### config.mk
export PLATFORM = sky130hd
export DESIGN_NAME = note_voice_scheduler
export DESIGN_NICKNAME = d
export VERILOG_FILES = /design/src/rtl/piano_pkg.sv /design/src/rtl/note_voice_scheduler_scan_to_note.sv /design/src/rtl/note_voice_scheduler.sv
export SDC_FILE = /design/constraint.sdc
export NUM_CORES = 1
export LEC_CHECK = 0
export BUFFER_PORTS_ARGS = -buffer_cell sky130_fd_sc_hd__buf_4
export CAP_MARGIN = 25
export CORE_MARGIN = 2
export CORE_UTILIZATION = 52
export DETAILED_ROUTE_END_ITERATION = 8
export PLACE_DENSITY = 0.86
export RECOVER_POWER = 25
export SLEW_MARGIN = 10
export SYNTH_ARGS = -nofsm -noshare
export SYNTH_HDL_FRONTEND = slang
export SYNTH_SLANG_ARGS = --single-unit
### constraint.sdc
create_clock -name clk -period 3.3 [get_ports clk]
set_clock_uncertainty 0.1 [all_clocks]
set_input_delay 0.33 -clock clk [delete_from_list [all_inputs] [get_ports clk]]
set_output_delay 0.33 -clock clk [all_outputs]
set_load 0.02 [all_outputs]
### src/rtl/piano_pkg.sv
//------------------------------------------------------------------------------
// piano_pkg : scan-code constants, prefix FSM state type, key-to-note map. Rev 1.0
//------------------------------------------------------------------------------
`default_nettype none

package piano_pkg;

  localparam logic [7:0] SC_BREAK  = 8'hF0;
  localparam logic [7:0] SC_EXTEND = 8'hE0;
  localparam logic [3:0] NOTE_NONE = 4'd15;

  typedef enum logic [1:0] {
    ST_IDLE    = 2'd0,
    ST_EXT     = 2'd1,
    ST_BRK     = 2'd2,
    ST_EXT_BRK = 2'd3
  } prefix_state_t;

  // Returns {valid, note}; unmapped codes give valid=0 and NOTE_NONE.
  function automatic logic [4:0] key_to_note(input logic [7:0] code);
    logic [4:0] r;
    case (code)
      8'h1C:   r = {1'b1, 4'd0};
      8'h1D:   r = {1'b1, 4'd1};
      8'h1B:   r = {1'b1, 4'd2};
      8'h24:   r = {1'b1, 4'd3};
      8'h23:   r = {1'b1, 4'd4};
      8'h2B:   r = {1'b1, 4'd5};
      8'h2C:   r = {1'b1, 4'd6};
      8'h34:   r = {1'b1, 4'd7};
      8'h35:   r = {1'b1, 4'd8};
      8'h33:   r = {1'b1, 4'd9};
      8'h3C:   r = {1'b1, 4'd10};
      8'h3B:   r = {1'b1, 4'd11};
      8'h42:   r = {1'b1, 4'd12};
      default: r = {1'b0, NOTE_NONE};
    endcase
    return r;
  endfunction

endpackage

`default_nettype wire

### src/rtl/note_voice_scheduler_scan_to_note.sv
//------------------------------------------------------------------------------
// scan_to_note : combinational scan-code byte to {valid, note} lookup. Rev 1.0
//------------------------------------------------------------------------------
`default_nettype none

module scan_to_note
  import piano_pkg::*;
#(
  parameter int NOTE_W = 4
) (
  input  logic [7:0]        code,
  output logic              valid,
  output logic [NOTE_W-1:0] note
);

  logic [4:0] lookup;

  assign lookup = key_to_note(code);
  assign valid  = lookup[4];
  assign note   = NOTE_W'(lookup[3:0]);

endmodule

`default_nettype wire

### src/rtl/note_voice_scheduler.sv
//------------------------------------------------------------------------------
// note_voice_scheduler : PS/2 prefix decode and voice allocation/stealing. Rev 1.0
// Optional: NOTE_VOICE_TYPEMATIC_FILTER_EN ignores repeated makes of held notes.
//------------------------------------------------------------------------------
`default_nettype none

module note_voice_scheduler
  import piano_pkg::*;
#(
  parameter int VOICES = 4,
  parameter int NOTE_W = 4
) (
  input  logic                     clk,
  input  logic                     reset,
  input  logic                     scan_code_ready,
  input  logic [7:0]               scan_code,
  output logic [VOICES-1:0]        voice_active,
  output logic [VOICES*NOTE_W-1:0] voice_note,
  output logic [VOICES-1:0]        voice_trig,
  output logic                     voice_steal
);

  localparam int IDX_W = (VOICES > 1) ? $clog2(VOICES) : 1;
  localparam logic [NOTE_W-1:0] NONE_CODE = NOTE_W'(NOTE_NONE);
  localparam logic [IDX_W-1:0]  LAST_IDX  = IDX_W'(VOICES - 1);

  prefix_state_t state, state_next;
  logic is_make, is_break;

  logic              key_valid;
  logic [NOTE_W-1:0] key_note;

  logic [NOTE_W-1:0] note_r [VOICES];
  logic [IDX_W-1:0]  steal_ptr;

  logic             hit_any, free_any;
  logic [IDX_W-1:0] hit_idx, free_idx;

  scan_to_note #(.NOTE_W(NOTE_W)) u_scan_to_note (
    .code  (scan_code),
    .valid (key_valid),
    .note  (key_note)
  );

  always_ff @(posedge clk) begin
    if (reset) state <= ST_IDLE;
    else       state <= state_next;
  end

  always_comb begin
    state_next = state;
    is_make    = 1'b0;
    is_break   = 1'b0;
    if (scan_code_ready) begin
      case (state)
        ST_IDLE: begin
          if (scan_code == SC_BREAK)       state_next = ST_BRK;
          else if (scan_code == SC_EXTEND) state_next = ST_EXT;
          else                             is_make    = 1'b1;
        end
        ST_EXT: begin
          if (scan_code == SC_BREAK) state_next = ST_EXT_BRK;
          else                       state_next = ST_IDLE;
        end
        ST_BRK: begin
          if (scan_code == SC_BREAK)       state_next = ST_BRK;
          else if (scan_code == SC_EXTEND) state_next = ST_EXT_BRK;
          else begin
            is_break   = 1'b1;
            state_next = ST_IDLE;
          end
        end
        default: state_next = ST_IDLE;
      endcase
    end
  end

  // Downward scans so the lowest matching index wins.
  always_comb begin
    hit_any  = 1'b0;
    hit_idx  = '0;
    free_any = 1'b0;
    free_idx = '0;
    for (int v = VOICES - 1; v >= 0; v--) begin
      if (voice_active[v] && (note_r[v] == key_note)) begin
        hit_any = 1'b1;
        hit_idx = IDX_W'(v);
      end
      if (!voice_active[v]) begin
        free_any = 1'b1;
        free_idx = IDX_W'(v);
      end
    end
  end

  always_ff @(posedge clk) begin
    if (reset) begin
      voice_active <= '0;
      voice_trig   <= '0;
      voice_steal  <= 1'b0;
      steal_ptr    <= '0;
      for (int v = 0; v < VOICES; v++) note_r[v] <= NONE_CODE;
    end else begin
      voice_trig  <= '0;
      voice_steal <= 1'b0;
      if (is_make && key_valid) begin
        if (hit_any) begin
`ifdef NOTE_VOICE_TYPEMATIC_FILTER_EN
          voice_trig <= '0;
`else
          voice_trig[hit_idx] <= 1'b1;
`endif
        end else if (free_any) begin
          voice_active[free_idx] <= 1'b1;
          note_r[free_idx]       <= key_note;
          voice_trig[free_idx]   <= 1'b1;
        end else begin
          note_r[steal_ptr]     <= key_note;
          voice_trig[steal_ptr] <= 1'b1;
          voice_steal           <= 1'b1;
          steal_ptr             <= (steal_ptr == LAST_IDX) ? '0 : steal_ptr + 1'b1;
        end
      end else if (is_break && key_valid && hit_any) begin
        voice_active[hit_idx] <= 1'b0;
        note_r[hit_idx]       <= NONE_CODE;
      end
    end
  end

  generate
    for (genvar v = 0; v < VOICES; v++) begin : g_note_out
      assign voice_note[v*NOTE_W +: NOTE_W] = note_r[v];
    end
  endgenerate

endmodule

`default_nettype wire
* Word-level counts from Yosys, hierarchy flattened
Memories as Yosys holds them, arrays and structs flattened.
Index checks and enable logic that the tools add are counted.
** Word-level totals
- Bits in registers :: 13
- RAM bits :: 16
- Bits of input ports :: 11
- Output and inout port bits :: 25
- Word-level logic and storage cells :: 130
- Memories :: 1
** Operators by class
- Add/subtract/negate cells :: 1
- $lt $le $gt $ge :: 6
- Eq/ne operators :: 25
- Multiplexer cells :: 67
- Bitwise operators :: 6
- Reductions and logical operators :: 19
** Memory list
- note_r :: words 4, bits a word 4, read ports 4, clocked after memory_dff 0, wr ports 4, RTL line note_voice_scheduler.sv:33 : logic [NOTE_W-1:0] note_r [VOICES];
** Operator list (count)
- == test 8 x 6 -> 1 bit, second input constant :: 9
- one-hot mux 5 bit (13 select lines) :: 1
- 2-to-1 mux 1 bit :: 36
- 2-to-1 mux 4 bit :: 9
- 2-to-1 mux 2 bit :: 17
- == test 8 x 5 -> 1 bit, second input constant :: 3
- == test 4 bit :: 4
- == test 8 bit, second input constant :: 2
- OR reduction 4 bit :: 3
- logical AND 1 bit :: 10
- less-than comparator 2 x 3 -> 1 bit, second input constant :: 3
- == test 8 x 7 -> 1 bit, second input constant :: 1
- demux 1 bit (select 2 bit) :: 3
- greater-or-equal comparator 2 x 1 -> 1 bit, second input constant :: 3
- one-hot mux 2 bit (3 select lines) :: 1
- AND reduction 3 bit :: 2
- bitwise AND 4 bit :: 1
- == test 2 bit, second input constant :: 2
- inequality test 2 bit, second input constant :: 2
- inverter 4 bit :: 1
- OR 4 bit :: 1
- inequality test 3 bit, second input constant :: 1
- inverter 1 bit :: 3
- adder 2 x 1 -> 2 bit, second input constant :: 1
- 5 further kinds :: 5

* Depth between registers and ports, before layout
Gate-level depths: netlist (run 1).
- Depth in word-level cells :: 16
- Depth in mapped cells :: 13
- Depth with buffers taken out :: 9

* Cells and area by module
A second synthesis (run 1) with hierarchy kept.
** Unflattened totals
- Cells, all modules :: 219
- Area total of the unflattened synthesis :: 2001.9 um2
** By module, submodules not included
- note_voice_scheduler :: times used 1, cells each 171, area an instance 1665.3 um2, seq. area each 740.7 um2
- scan_to_note :: times used 1, cells each 48, area an instance 336.6 um2, seq. area each 0.0 um2

* Least setup slack after synthesis (run 1)
Ideal clock, no wire load.
- Kind :: in2reg
- Start point :: input port scan_code[1]
- End point :: memory note_r[2][0] (enable)
- Library setup time :: 0.308 ns
- Arrival :: 2.944 ns
- Data required time :: 2.892 ns
- Path slack :: -0.052 ns
- Cell stages on the path :: 10
- Path buffers :: 1
- Cells stage by stage :: or4b_4 -> or3_4 -> and2_4 -> buf_6 -> o311ai_2 -> a311oi_1 -> or2_1 -> and3_4 -> a222oi_1 -> or2_1
** RTL lines
- start, declared :: RTL line note_voice_scheduler.sv:16 : input logic [7:0] scan_code,
- end, declared :: RTL line note_voice_scheduler.sv:33

==> qor.txt, run 1 <==
Status: finished clean
Worst skew pair latency: 290 ps
Total grt overflow: 0
TritonCTS Buffers: 5
Clock share of power: 0.421
Comb pwr share: 0.124
Number of DRC markers in iteration 0: 380
Worst reg2reg endpoint: note_r[1][1]$_SDFFCE_PN1P_
Fillers: 370
DRT Pass-1 Iters: 5
Area growth from synthesis to layout: 30.11%
Initial core utilization: 0.5431
Synth Flop Type: edfxtp_1
Setup CP Type: input port to flop
Die width: 71.44 µm
Fraction of registers with async set/reset: 0
I/O Buffers: 35
Crit path max fanout: 7
Max-cap violation count: 0
Part of the cycle the worst path needs: 0.9715
CTS tree: done
Hold slack: 176.6 ps
DPL Wire Length: 5.403 mm
Largest net degree at the start of global routing: 15
Initial antenna violation count: 0
End of the critical path: note_r[2][2]$_SDFFCE_PN1P_
Net Count, Synth: 285
Clk root buf: clkbuf_8
Clock Tree Buf Depth: 2
Post-layout util: 0.7066
Number of global-route vias before repair: 2414
Post-CTS Setup Repair Bufs: 0
Synthesized cell area: 2365 µm²
Gpl congestion: 0.9608
Unrepaired setup endpoints after global routing: no
Avg Synthesized Cell Area: 8.758 µm²
Fmax: 0.3119 GHz
Synth top area share: 0.2032
H-tree depth: 2
Die area: 5103 µm²
Seq pwr share: 0.454
Cells on worst reg2reg path: 8
CTS clk-pin slew, worst paths: 60 ps
Yosys cell types: 75
Power Density: 273.5 nW/µm²
Seq/Total Area, Yosys: 0.3132
Hold Vio Cnt, Final: 0
Final #Nets: 367
Worst EP required: 3230 ps
Drt total wl: 7.030 mm
Register bit total from synthesis: 29
CP startpoint kind: input port
Maximum vdd drop: 0.2568 mV
Net Sw Frac: 0.2351
Largest area contributor in the synthesized netlist: edfxtp_1
Critical path startpoint: scan_code[1]
Die height: 71.44 µm
Cell Rows: 24
CP endpoint kind: flop
Gate Count Post-Synth: 270
Drt drc: 0
First-pass GRT wire length: 11.62 mm
Vias per cell: 6.351
Worst r2r src: note_r[1][0]$_SDFFCE_PN1P_
Setup TNS: 0 ps
Post-synth EDFFs: 16
Int Pwr: 643.7 µW
R2r setup slk: 320 ps
Net Sw Power: 197.8 µW
Crit path time final: 3206 ps
HP Class: input port to flop
Leak: 0.001189 µW
Fin. max-slew vios: 0
Core ar.: 4354 µm²
Dominant cells by area after synthesis: edfxtp_1 (20%), dfxtp_1 (11%), nand2_1 (4.8%), nand3_1 (3.8%), nand4_1 (3.4%)
Via count: 2572
Relative slew margins: 0.7443
Final setup violation count: 0
CP Data Arrival Time: 3130 ps
Antenna diodes: 0
Worst Tran Pin Value: 380.1 ps
I/O pin count: 36
CTS sink count: 29
Share of cells above drive strength 1: 0.3116
Tot GR Track Use: 0.2891
Antenna Violating Nets Remaining: 0
Post-DR wirelength/cell: 17.36 µm
Yosys warnings: 0
==> worst min-delay path by stage <==
| stage | start | end | slack [ps] | depth (start not counted) |
|---|---|---|---|---|
| final | reset | state[1]$_SDFFE_PP0P_ | 180 | 2 |
| after global routing | reset | state[1]$_SDFFE_PP0P_ | 180 | 2 |
| after CTS | reset | state[1]$_SDFFE_PP0P_ | 180 | 2 |
| after detailed placement | state[0]$_SDFFE_PP0P_ | state[0]$_SDFFE_PP0P_ | 450 | 2 |
| after global placement | state[0]$_SDFFE_PP0P_ | state[0]$_SDFFE_PP0P_ | 450 | 2 |
| after floorplan | scan_code_ready | state[0]$_SDFFE_PP0P_ | 400 | 2 |
==> state kept, by name (all words and copies together) (netlist names) <==
| name | count |
|---|---|
| note_r | 16 |
| state | 2 |
| steal_ptr | 2 |
| voice_active | 4 |
| voice_steal | 1 |
| voice_trig | 4 |
==> routing by layer <==
layer / GRT usage / routed length (µm)
met4: 0.07547 / 72
met3: 0.06751 / 559
met5: 0 / 0
met1: 0.3827 / 3034
met2: 0.4774 / 3363
==> what timing repair did <==
item,4_1_cts,5_1_grt
setup endpoints to repair,0,18
resized for setup,0,5
hold buffers,0,0
==> cell type report <==
type,instances,area (µm²),area share
Multi-Input combinational cell,216,1498,0.4868
Sequential cell,29,740.7,0.2407
Timing Repair Buffer,90,624.3,0.2029
Clock buffer,8,111.4,0.03619
Tap cell,52,65.06,0.02115
Inverter,10,37.54,0.01220
==> metrics by stage <==
step                total power, µW  area [µm²]  std cells  worst slack, ps
global route                  870.1        3077        405            15.39
CTS                           840.7        3118        405            50.66
detailed placement            490.6        3007        397           -249.5
finish                        841.5        3077        405            94.01
global placement              487.3        3007        397           -119.0
floorplan                     444.7        2365        270           -34.91
==> cell usage after synthesis, types with 3 or more instances <==
| master | instances |
|---|---|
| a211oi_1 | 3 |
| a21oi_1 | 15 |
| a32o_1 | 4 |
| and2_1 | 4 |
| and3_1 | 7 |
| buf_2 | 5 |
| buf_6 | 4 |
| dfxtp_1 | 13 |
| edfxtp_1 | 16 |
| ha_1 | 4 |
| inv_1 | 10 |
| mux2i_1 | 5 |
| nand2_1 | 30 |
| nand2b_1 | 4 |
| nand3_1 | 18 |
| nand4_1 | 13 |
| nor2_1 | 14 |
| nor3_1 | 6 |
| nor3b_1 | 3 |
| nor4b_1 | 5 |
| o211ai_1 | 4 |
| o21ai_0 | 11 |
| or2_1 | 3 |
| or4_1 | 4 |
| xnor2_1 | 3 |
==> cell families (layout without fill, tap and decap cells) <==
logic type	after synthesis	after routing	synth area share
xor gates and xnor gates	4	4	0.01482
buffers and inverters	25	108	0.06296
DFF	29	29	0.3132
adders and majority gates	4	4	0.02116
muxes	5	5	0.02116
and+or+nand+nor	135	135	0.3418
AOI/OAI and AO/OA	68	68	0.2249
==> worst max-delay path, stage by stage <==
cell and delay [ps]:
buf_4 140, or4b_4 580, or3_4 360, and2_4 190
o311ai_2 250, a311oi_2 100, or2_1 310, and3_4 200
a222oi_1 380, buf_4 200, nand4_1 100
==> power groups by stage <==
stage	combinational, µW	clock, µW	sequential, µW
floorplan	54.5	0	390
global placement	97.4	0	390
detailed placement	101	0	390
CTS	101	357	382
global route	112	376	382
finish	105	354	382
==> cell usage in the layout, fill, tap and decap left out, types with 4 or more instances in the layout <==
cell / netlist / routed
o211ai_1: 4 / 4
nor2_1: 14 / 14
ha_1: 4 / 4
and3_1: 7 / 7
nor3_1: 6 / 5
nand3_1: 18 / 18
nand2b_1: 4 / 4
o21ai_0: 11 / 11
edfxtp_1: 16 / 16
nand4_1: 13 / 13
buf_4: 2 / 72
mux2i_1: 5 / 5
clkbuf_8: 0 / 6
a32o_1: 4 / 4
and2_1: 4 / 4
nor4b_1: 5 / 5
dfxtp_1: 13 / 13
inv_1: 10 / 10
or4_1: 4 / 4
a21oi_1: 15 / 14
clkbuf_1: 2 / 18
nand2_1: 30 / 30
Power figures use the tool's default switching activity.
==> run 2: changes to the inputs <==
--- a/config.mk
+++ b/config.mk
@@ -8,10 +8,12 @@
 export BUFFER_PORTS_ARGS = -buffer_cell sky130_fd_sc_hd__buf_4
 export CAP_MARGIN = 25
 export CORE_MARGIN = 2
-export CORE_UTILIZATION = 52
+export CORE_UTILIZATION = 54
+export CTS_BUF_LIST = sky130_fd_sc_hd__clkbuf_4
 export DETAILED_ROUTE_END_ITERATION = 8
-export PLACE_DENSITY = 0.86
+export PLACE_DENSITY = 0.88
 export RECOVER_POWER = 25
+export REMOVE_ABC_BUFFERS = 1
 export SLEW_MARGIN = 10
 export SYNTH_ARGS = -nofsm -noshare
 export SYNTH_HDL_FRONTEND = slang
==> qor.txt, run 2 (synthesis gave the netlist of run 1 again) <==
Status: finished clean
Crit path max-delay family: simple AND/OR/NAND/NOR gates
Most flops, register: note_r
Antenna diodes: 0
HP Class: input port to flop
Max reg flops: 16
Post-place setup slack: -189.1 ps
Number of DRC markers in iteration 0: 272
Critical path, cell by cell: buf_4 -> or4b_4 -> nor4b_4 -> or3_1 -> a211oi_1 -> a311oi_1 -> or2_1 -> buf_4 -> a21oi_1 -> o31a_1 -> or4_1
I/O pin count: 36
Worst skew pair latency: 340 ps
Area growth from synthesis to layout: 29.84%
Cts hold-fix bufs: 0
Met2 Track Usage GR: 0.5164
CP endpoint kind: flop
TritonCTS Buffers: 5
Drt total wl: 7.271 mm
Commonest non-fill, non-tap cell in the layout: buf_4
Fin. max-slew vios: 0
Power Density: 229.3 nW/µm²
Tot GR Track Use: 0.3087
Die width: 70.18 µm
Worst Tran Pin Value: 414.6 ps
Total grt overflow: 0
Total power: 704.1 µW
Buf+Inv Stages, Crit Path: 2
Final setup violation count: 0
Fmax: 0.3162 GHz
Worst path slowest cell: or4b_4
Worst EP required: 3270 ps
Via count: 2561
Largest registers: note_r x16, voice_active x4, voice_trig x4
Largest net degree at the start of global routing: 13
Post-CTS Setup Repair Bufs: 0
Number of global-route vias before repair: 2576
Core ar.: 4294 µm²
Max-cap violation count: 0
Leak: 0.001206 µW
CP max stage delay: 580 ps
Initial core utilization: 0.5507
CTS clk-pin slew, worst paths: 100 ps
Hold Vio Cnt, Final: 0
CP startpoint kind: input port
First-pass GRT wire length: 11.99 mm
Setup ws final: 137.7 ps
Maximum vdd drop: 0.2443 mV
Share of cells above drive strength 1: 0.3324
Post_cts resized: 0
Fillers: 359
Die area: 4925 µm²
DRT Pass-1 Iters: 4
Gpl congestion: 0.9904
Initial antenna violation count: 0
Crit path time final: 3162 ps
CTS sink count: 29
Met1 usage: 0.3736
Antenna Violating Nets Remaining: 0
Crit path max fanout: 6
Most frequent cells in the layout: buf_4 (82), nand2_1 (29), nand3_1 (18), edfxtp_1 (16), clkbuf_1 (16)
CTS tree: done
Clock Tree Buf Depth: 2
Relative slew margins: 0.7232
Cell Rows: 24
Unrepaired setup endpoints after global routing: no
H-tree depth: 2
Part of the cycle the worst path needs: 0.9583
Final #Nets: 375
Post-DR wirelength/cell: 17.61 µm
Clk root buf: clkbuf_4
Vias per cell: 6.201
Critical Path Most Common Cell: buf_4
I/O Buffers: 35
Die height: 70.18 µm
CP Data Arrival Time: 3130 ps
GR peak layer: met2
DPL Wire Length: 5.721 mm
Setup CP Type: input port to flop
Met3 Track Usage GR: 0.07504
Drt drc: 0
-- run 2: through the flow --
stage / TNS (ps) / cells / hold slack, ps / utilization / instance area, µm²
final: 0 / 413 / 140.7 / 0.7150 / 3070
after global routing: 0 / 413 / 135.9 / 0.7150 / 3070
after CTS: 0 / 413 / 140.1 / 0.7241 / 3109
after detailed placement: -3519 / 405 / 470.4 / 0.7112 / 3054
after global placement: -1000 / 405 / 442.2 / 0.7112 / 3054
after floorplan: -537.7 / 255 / 299.1 / - / 2253
-- run 2: power by group --
| part | internal (µW) | leakage (µW) | switching [µW] |
|---|---|---|---|
| registers | 380 | 0.000215 | 1.69 |
| clock network | 80.2 | 0.0000310 | 135 |
| logic | 49.5 | 0.000960 | 57.4 |
-- run 2: cell type report --
type,count,area (µm²),share of cell area
clock buffers,5,37.54,0.01222
clock inverters,3,17.52,0.005705
inverters,10,37.54,0.01222
multi-input cells,216,1496,0.4874
flip-flops and latches,29,740.7,0.2412
well taps,52,65.06,0.02119
repair buffers,98,675.6,0.2200
-- run 2: worst reg2reg max path: stages, from the launching register on --
cell and delay (ps):
edfxtp_1 450, a31o_2 240, o221a_2 260, or4_4 500
a21oi_1 220, a32o_1 150, a21oi_1 40, o31a_1 330
or4_1 420
-- run 2: routing by layer --
layer | vias to the layer above | part of all wire | routed length (µm)
li1 | 1226 | - | -
met1 | 1193 | 0.41 | 2993
met2 | 114 | 0.49 | 3529
met3 | 28 | 0.069 | 505
met4 | 0 | 0.033 | 242
met5 | - | 0 | 0
-- run 2: path summary, 6_finish.rpt --
path | endpoint | cells past startpoint | startpoint | slack [ps]
min reg2reg | state[0]$_SDFFE_PP0P_ | 2 | state[0]$_SDFFE_PP0P_ | 490
max reg2reg | note_r[1][2]$_SDFFCE_PN1P_ | 8 | note_r[1][0]$_SDFFCE_PN1P_ | 340
max | note_r[1][2]$_SDFFCE_PN1P_ | 11 | scan_code[1] | 140
min | steal_ptr[1]$_SDFFE_PP0N_ | 2 | reset | 140
==> run 3: changes to the inputs <==
--- a/config.mk
+++ b/config.mk
@@ -14,7 +14,7 @@
 export PLACE_DENSITY = 0.88
 export RECOVER_POWER = 25
 export REMOVE_ABC_BUFFERS = 1
-export SLEW_MARGIN = 10
+export SLEW_MARGIN = 0
 export SYNTH_ARGS = -nofsm -noshare
 export SYNTH_HDL_FRONTEND = slang
 export SYNTH_SLANG_ARGS = --single-unit
==> constraint.sdc (replaced) <==
create_clock -name clk -period 3.3 [get_ports clk]
set_clock_uncertainty 0.1 [all_clocks]
set_input_delay 0.165 -clock clk [delete_from_list [all_inputs] [get_ports clk]]
set_output_delay 0.165 -clock clk [all_outputs]
set_load 0.02 [all_outputs]
==> qor.txt, run 3 (synthesis gave the netlist of run 1 again) <==
Status: finished clean
Final setup violation count: 0
Crit path time final: 3085 ps
Worst path slowest cell: or4_1
Critical Path Most Common Cell: buf_4
Largest net degree at the start of global routing: 14
Gpl congestion: 0.9628
I/O pin count: 36
CP max stage delay: 570 ps
DPL Wire Length: 5.104 mm
I/O Buffers: 35
Met1 usage: 0.3538
Total power: 690.1 µW
Max reg flops: 16
Initial core utilization: 0.5507
H-tree depth: 2
Drt total wl: 6.717 mm
Tot GR Track Use: 0.2826
Worst Tran Pin Value: 633.9 ps
Die area: 4925 µm²
Setup CP Type: input port to flop
Antenna Violating Nets Remaining: 0
Maximum vdd drop: 0.2522 mV
Leak: 0.001042 µW
Setup ws final: 214.8 ps
Fillers: 360
Die height: 70.18 µm
Fmax: 0.3241 GHz
CP Data Arrival Time: 3060 ps
Via count: 2438
Worst EP required: 3270 ps
Min-delay src: scan_code_ready
Largest registers: note_r x16, voice_active x4, voice_trig x4
Number of global-route vias before repair: 2435
Hold Vio Cnt, Final: 0
Most flops, register: note_r
Power Density: 245.9 nW/µm²
Die width: 70.18 µm
Worst r2r src: note_r[1][0]$_SDFFCE_PN1P_
Unrepaired setup endpoints after global routing: no
CP endpoint kind: flop
Crit path max fanout: 11
Post-CTS Setup Repair Bufs: 0
Clock Tree Buf Depth: 2
Drt drc: 0
Share of cells above drive strength 1: 0.2470
Total grt overflow: 0
Hold slack: 29.00 ps
Met2 Track Usage GR: 0.4825
Max-cap violation count: 0
Crit path max-delay family: simple AND/OR/NAND/NOR gates
Initial antenna violation count: 0
Setup TNS: 0 ps
GR peak layer: met2
Buf+Inv Stages, Crit Path: 2
Number of DRC markers in iteration 0: 304
Most frequent cells in the layout: buf_4 (47), nand2_1 (30), nand3_1 (18), clkbuf_1 (17), edfxtp_1 (16)
Met3 Track Usage GR: 0.06061
R2r setup slk: 310 ps
Cell Rows: 24
Post-place setup slack: -22.80 ps
Commonest non-fill, non-tap cell in the layout: buf_4
TritonCTS Buffers: 5
Core ar.: 4294 µm²
Antenna diodes: 0
Part of the cycle the worst path needs: 0.9349
Final #Nets: 342
CTS sink count: 29
Worst skew pair latency: 350 ps
CP startpoint kind: input port
HP Class: input port to flop
Critical path startpoint: scan_code[0]
Clk root buf: clkbuf_4
DRT Pass-1 Iters: 5
First-pass GRT wire length: 11.18 mm
Post-DR wirelength/cell: 17.68 µm
CTS tree: done
Fin. max-slew vios: 0
CTS clk-pin slew, worst paths: 90 ps
Vias per cell: 6.416
Critical path, cell by cell: buf_4 -> and3b_1 -> a31oi_1 -> o21a_1 -> buf_4 -> o32a_1 -> nand2_2 -> and2_1 -> nor3_1 -> nand3_1 -> or4_1
Relative slew margins: 0.5735
Area growth from synthesis to layout: 18.68%
## run 3: repair_timing
action	4_1_cts	5_1_grt
hold endpoints to repair	4	0
endpoints found under the setup margin	0	9
hold buffers	1	0
gates resized for setup	0	1
## run 3: power breakdown
group	switching (µW)	total [µW]	leakage (µW)	internal (µW)
sequential	1.61	382	0.000215	380
clock	138	218	0.0000310	80.2
combinational	52.1	90.0	0.000796	37.9
total	192	690	0.00104	498
## run 3: final timing paths
path | end | cells after the start
worst min register to register | state[0]$_SDFFE_PP0P_ | 2
worst max-delay path | note_r[1][0]$_SDFFCE_PN1P_ | 11
worst max register to register | note_r[1][0]$_SDFFCE_PN1P_ | 8
worst min-delay path | state[0]$_SDFFE_PP0P_ | 3
## run 3: area by class of cell
class,instances,area (µm²),area share
Sequential cell,29,740.7,0.2639
Clock buffer,5,37.54,0.01337
Timing Repair Buffer,65,426.7,0.1520
Clock inverter,3,17.52,0.006242
Multi-Input combinational cell,216,1481,0.5279
Inverter,10,37.54,0.01337
Tap cell,52,65.06,0.02318
## run 3: layer usage
layer / up-vias / share of wire
li1: 1157 / -
met1: 1127 / 0.42
met2: 137 / 0.49
met3: 17 / 0.075
met4: 0 / 0.019
met5: - / 0
## run 3: worst min-delay path, cell delays in order
cell	delay (ps)
buf_4	110
a32oi_1	90
nor2_1	70
## run 3: per-stage QoR
| stage | instance area [µm²] | cells | util |
|---|---|---|---|
| global placement | 2799 | 371 | 0.6518 |
| global route | 2806 | 380 | 0.6536 |
| detailed placement | 2799 | 371 | 0.6518 |
| CTS | 2864 | 380 | 0.6670 |
| finish | 2806 | 380 | 0.6536 |
| floorplan | 2253 | 255 | - |
